<file path="src/rtl/mod2011_chunk_reducer.sv">
// mod2011_chunk_reducer: reduces a 500-bit operand modulo 2011, one 6-bit chunk per cycle, via an external residue LUT bank.
// Define MOD2011_LUT_REG_EN to register lut_z ahead of the modular add (one extra cycle of latency).
module mod2011_chunk_reducer #(
   parameter int W      = 500,
   parameter int CHUNK  = 6,
   parameter int MOD    = 2011,
   parameter int RW     = 11,
   parameter int NCHUNK = 84,
   parameter int IW     = 7
) (
   input  logic              clk,
   input  logic              rst,
   input  logic              in_valid,
   output logic              in_ready,
   input  logic [W-1:0]      in_op,
   output logic [IW-1:0]     lut_idx,
   output logic [CHUNK-1:0]  lut_x,
   input  logic [RW-1:0]     lut_z,
   output logic              out_valid,
   input  logic              out_ready,
   output logic [RW-1:0]     out_res,
   output logic              busy
);

   localparam int OPW = NCHUNK * CHUNK;

   typedef enum logic [1:0] {S_IDLE, S_RUN, S_DONE} state_t;

   state_t           r_state;
   logic [RW-1:0]    r_acc;
   logic [IW-1:0]    r_idx;
   logic [OPW-1:0]   r_op;

   logic             w_lookup;
   logic             w_last;
   logic [RW-1:0]    w_addend;
   logic [RW:0]      w_sum;
   logic [RW-1:0]    w_acc_next;

`ifdef MOD2011_LUT_REG_EN
   logic [RW-1:0]    r_lut_z;

   // Lookups run for idx 0..NCHUNK-1; the extra cycle at idx==NCHUNK only drains r_lut_z.
   assign w_lookup = (r_state == S_RUN) && (r_idx < IW'(NCHUNK));
   assign w_last   = (r_idx == IW'(NCHUNK));
   assign w_addend = r_lut_z;

   always_ff @(posedge clk or posedge rst) begin
      if (rst)
         r_lut_z <= '0;
      else if (w_lookup)
         r_lut_z <= lut_z;
      else
         r_lut_z <= '0;
   end
`else
   assign w_lookup = (r_state == S_RUN);
   assign w_last   = (r_idx == IW'(NCHUNK - 1));
   assign w_addend = lut_z;
`endif

   // Both inputs are below MOD, so one conditional subtract keeps the sum reduced.
   assign w_sum      = {1'b0, r_acc} + {1'b0, w_addend};
   assign w_acc_next = (w_sum >= (RW+1)'(MOD)) ? RW'(w_sum - (RW+1)'(MOD)) : w_sum[RW-1:0];

   assign lut_idx   = w_lookup ? r_idx : '0;
   assign lut_x     = w_lookup ? r_op[CHUNK-1:0] : '0;
   assign in_ready  = (r_state == S_IDLE);
   assign out_valid = (r_state == S_DONE);
   assign out_res   = out_valid ? r_acc : '0;
   assign busy      = (r_state != S_IDLE);

   // NOTE: all state updates use non-blocking assignments so every register samples pre-edge values.
   // NOTE: the operand register is plain flops (not a RAM), so resetting it is cheap and keeps lut_x clean.
   always_ff @(posedge clk or posedge rst) begin
      if (rst) begin
         r_state <= S_IDLE;
         r_acc   <= '0;
         r_idx   <= '0;
         r_op    <= '0;
      end else begin
         unique case (r_state)
            S_IDLE: begin
               if (in_valid) begin
                  r_op    <= OPW'(in_op);
                  r_acc   <= '0;
                  r_idx   <= '0;
                  r_state <= S_RUN;
               end
            end
            S_RUN: begin
               r_acc <= w_acc_next;
               r_idx <= r_idx + 1'b1;
               r_op  <= r_op >> CHUNK;
               if (w_last)
                  r_state <= S_DONE;
            end
            S_DONE: begin
               if (out_ready)
                  r_state <= S_IDLE;
            end
            default: r_state <= S_IDLE;
         endcase
      end
   end

endmodule

</file>
<file path="config.mk">
export PLATFORM = sky130hd
export DESIGN_NAME = mod2011_chunk_reducer
export DESIGN_NICKNAME = d
export VERILOG_FILES = /design/src/rtl/mod2011_chunk_reducer.sv
export SDC_FILE = /design/constraint.sdc
export NUM_CORES = 2
export LEC_CHECK = 0
export ABC_CLOCK_PERIOD_IN_PS = 17600
export BUFFER_PORTS_ARGS = -buffer_cell sky130_fd_sc_hd__buf_2
export CAP_MARGIN = 20
export CORE_ASPECT_RATIO = 1.5
export CORE_MARGIN = 2
export CORE_UTILIZATION = 45
export CTS_CLUSTER_DIAMETER = 200
export CTS_CLUSTER_SIZE = 28
export DETAILED_ROUTE_END_ITERATION = 10
export GPL_TIMING_DRIVEN = 0
export PLACE_DENSITY = 0.71
export SLEW_MARGIN = 20
export SYNTH_ARGS = -nofsm -noshare
export SYNTH_HDL_FRONTEND = slang
export SYNTH_SLANG_ARGS = --single-unit
</file>
<file path="constraint.sdc">
create_clock -name clk -period 17.6 [get_ports clk]
set_input_delay 2.64 -clock clk [delete_from_list [all_inputs] [get_ports clk]]
set_output_delay 2.64 -clock clk [all_outputs]
set_load 0.02 [all_outputs]
</file>
* After elaboration in Yosys (flattened, before gate mapping) *
Cells that the tools add are included.
W data, S select, Z words.

word-level totals
  word-level logic and storage cells = 33
  output and inout bits = 27
  bits of input ports = 515
  bits in registers = 524

cells by class
  mux-type cells = 14
  reductions and logical operators = 5
  add/subtract/negate cells = 3
  $lt $le $gt $ge = 1
  equal/unequal tests = 6

operators with widths
  operator                  count
  $pmux W504 S2             1
  $mux W504                 1
  $mux W11                  3
  $pmux W11 S2              1
  $mux W7                   2
  $pmux W7 S2               1
  $add A11 B11 Y12          1
  $ge A12 B11 Y1 const B    1
  $sub A11 B11 Y11 const B  1
  $add A7 B1 Y7 const B     1
  $eq A7 B7 Y1 const B      1
  $mux W2                   3
  $mux W6                   1
  $pmux W2 S3               1
  $ne A2 B1 Y1 const B      2
  $reduce_bool A2 Y1        2
  $reduce_and A3 Y1         1
  $eq A2 B1 Y1 const B      1
  $eq A2 B2 Y1 const B      1
  $logic_not A2 Y1          1
  $ne A2 B2 Y1 const B      1
  $reduce_and A2 Y1         1

* Logic depth before layout (Yosys ltp) *
  word-level depth = 4
  mapped depth = 10
  gate-level depth less buffers = 9

* Worst setup path after synthesis *
No wires, ideal clock.

  path type = input -> register
  start point = in lut_z[0]
  end point = reg r_acc[4]
  arrival time = 5.425 ns
  setup time = 0.069 ns
  path slack = 12.106 ns
  stages on the path = 10
  required time = 17.531 ns
  path buffers = 1
  cells stage by stage = ha_1 > fa_1 > a21o_2 > a221oi_1 > xnor2_4 > o2111ai_2 > o41a_1 > buf_6 > or4_1 > nand3_1

on the way
  longest elaborated chain between the ends = 4
  elaborated cells on any way between the ends = 5
  classes of those cells = add/sub: 2; order compare: 1; mux: 2

ends and longest elaborated chain
  item                                                line  text
  start: declaration                                  18    input logic [RW-1:0] lut_z,
  $add A11 B11 Y12 (*)                                63    assign w_sum = {1'b0, r_acc} + {1'b0, w_addend};
  $sub A11 B11 Y11 or $ge A12 B11 Y1 (tied branches)  64    assign w_acc_next = (w_sum >= (RW+1)'(MOD)) ? RW'(w_sum - (RW+1)'(MOD)) : w_sum[RW-1:0];
  $mux W11 (*)                                        64
  $pmux W11 S2 (*)                                    82    unique case (r_state)
  end signal: assignment                              92    r_acc <= w_acc_next;
  end: declaration                                    30    logic [RW-1:0] r_acc;

Every way passes the cells marked *; elsewhere a longest branch is shown, timed or not.
A chain may end at the register's enable or synchronous reset.

* Worst setup path in the final report *
  start point = reg r_state[0]
  end point = out busy

on the way
  longest elaborated chain between the ends = 1

ends and longest elaborated chain
  item                      line  text
  start: declaration        29    state_t r_state;
  start signal: assignment  77    r_state <= S_IDLE;
  start signal: assignment  88    r_state <= S_RUN;
  start signal: assignment  96    r_state <= S_DONE;
  $reduce_bool A2 Y1        71    assign busy = (r_state != S_IDLE);
  end: declaration          22    output logic busy

Every way passes these cells.

==> metrics.txt <==
die area=0.0585 mm2; CTS resizes=0; Slew Limit Fails=0; Crit. End Element=primary output; Post-synth EDFFs=0; num ports=542; Setup CP Type=reg -> out; remaining global-route overflow=0; leading register cell type out of synthesis=dfrtp_1; Fill cells=5301; Yosys top cell by area=dfrtp_1; Non-Filler Instances=4315; Synth Register Bits=520; Syn Area/Cell=8.57 um2; Hold Fails Final Rpt=0; Slew headroom=35.3%; maximum vdd drop=0.0754 mV; DRT iter0 DRCs=1401; remaining antenna violation count after routing=0; Hold-fix buffers, CTS=0; Clock transition at path regs=0.11 ns; status=finished clean; DIE WIDTH=198 um; clock sinks=520; RSZ-0062 raised after global routing=no; peak fanout along the critical path=10; pwr dens=130 mW/mm2; post-detail-place hpwl=65000 um; Cell Area, Synth=0.0254 mm2; Synth Net Count=3500; DR DRC count=0; HP Class=reg -> reg; CTS buffer count=22; # placed instances=4273; initial core utilization=45.6%; Synth-to-Final Area Change=17.4%; Setup-failing EPs final=0; critical path launch point type=flop; CTS max path bufs=3; initial antenna violation count=45; Final Cycle Share=33.7%; Leak=15.0 nW; Seq/Total Area, Yosys=51.1%; Core ar.=0.0558 mm2; GP Congestion=0.882; Distinct cells, synth=51; largest net degree at the start of global routing=106; overall power=0.00389 W; clk_skew=0.0272 ns; total track usage=28.2%; Worst Path Arrival=3.29 ns; Post-CTS Setup Repair Bufs=0; final core occ=53.5%; Design Area, Final=0.0299 mm2; asr flop ratio synth=100%; top cells by area, synth=dfrtp_1, nand2_1, and3b_1; max cap viols=0; Syn Inst Count=2971; root buffer cell=clkbuf_16; drt via density=5.44; yosys warns=0; worst skew pair latency=0.58 ns; most common cell after layout, fill and taps aside=nand2_1; Critical Path RT=14.96 ns; FP Rows=106; port bufs=541; Synth top area share=51.1%; drt total wl=83800 um; Post-DP Area=0.0292 mm2; first-pass GRT wire length=129000 um; routed len/inst=19.4 um; via count=23500; layout cells sized above 1=16.5%; vias in the first global route=23500; commonest cells after routing, fill and taps aside=nand2_1, buf_2, dfrtp_1, o21ai_0, a21oi_1; Final #Nets=4070; die height=295 um; Tmin final=5.93 ns; TritonRoute pass-1 iters=5; CTS H-Tree Depth=1; CTS tree=built; measured slew at the worst slew-check pin=0.971 ns; FMAX=0.169 GHz
==> synth_stat cells, drive strengths merged, types with 4 or more instances <==
library cell,instances
a21oi,279
or4,4
a21o,4
clkbuf,249
nand2,734
dfrtp,520
inv,6
a31oi,233
nor2b,17
and2,24
xor2,5
xnor2,4
a22oi,8
nor3,4
ha,13
nand3,18
o21ai,292
buf,13
and3b,262
and3,6
nor2,240
==> critical path: stages (launching register included) <==
cell,delay (ns)
dfrtp_1,0.34
clkbuf_1,0.55
clkbuf_1,0.58
clkbuf_1,0.55
nor2_1,0.27
inv_1,0.21
buf_2,0.19
==> flip-flops by register name, indices dropped and copies added, names as in the netlist <==
| name | cells |
|---|---|
| r_idx | 7 |
| r_op | 500 |
| r_state | 2 |
| r_acc | 11 |
==> path summary, 6_finish.rpt <==
check | from | slack, ns | end | depth (start not counted)
min in group asynchronous | rst | 2.17 | r_op[464] | 2
hold reg to reg | r_op[285] | 0.49 | r_op[285] | 2
hold / removal | r_op[285] | 0.49 | r_op[285] | 2
setup / recovery | r_state[0] | 11.67 | busy | 6
setup reg to reg | r_acc[0] | 13.98 | r_acc[4] | 10
max in group asynchronous | rst | 14.00 | r_op[53] | 4
==> stage by stage <==
| step | hold slack (ns) | setup slack [ns] | TNS, ns |
|---|---|---|---|
| final | 0.488 | 11.67 | 0 |
| after global routing | 0.511 | 11.46 | 0 |
| after CTS | 0.496 | 11.51 | 0 |
| after detailed placement | 0.470 | 11.66 | 0 |
| after global placement | 0.460 | -5.86 | -3004.95 |
| after floorplan | 0.450 | 0.433 | 0 |
==> cells by family (layout without fill, tap and decap cells) <==
logic type               after synthesis  count (layout)  synth area share (%)
AND/OR/NAND/NOR                     1323            1323                  25.5
AO/OA/AOI/OAI                        834             834                  18.1
flip-flops                           520             520                  51.1
buffers and inverters                268             838                  3.98
adder cells (fa/ha/maj)               14              14                 0.718
XOR/XNOR                               9               9                 0.443
multiplexers                           3               3                 0.118
other                                  0              18                     0
==> routing by layer <==
metal,part of all wire (%),GRT usage (%),up-vias
met5,0.44,0,-
met1,37,32.0,11200
met3,7.1,5.93,183
li1,-,-,11300
met4,3.3,9.70,58
met2,52,52.2,753
==> layout make-up <==
cell class,count,area (um2),share of cell area (%)
flip-flops and latches,520,13000,43.5
multi-input cells,2183,11400,38.2
repair buffers,546,2850,9.52
plain buffers,262,991,3.32
well taps,756,946,3.17
clock buffers,23,576,1.93
diodes,18,45.0,0.151
inverters,6,30.0,0.100
clock inverters,1,16.3,0.0544
==> where the power goes <==
group | internal, W | switching, W | total, W
Sequential | 0.00168 | 0.000289 | 0.00197
Combinational | 0.000540 | 0.000762 | 0.00130
Clock | 0.000238 | 0.000386 | 0.000624
Total | 0.00246 | 0.00144 | 0.00389
No activity file was read; power rests on OpenSTA's default activity.
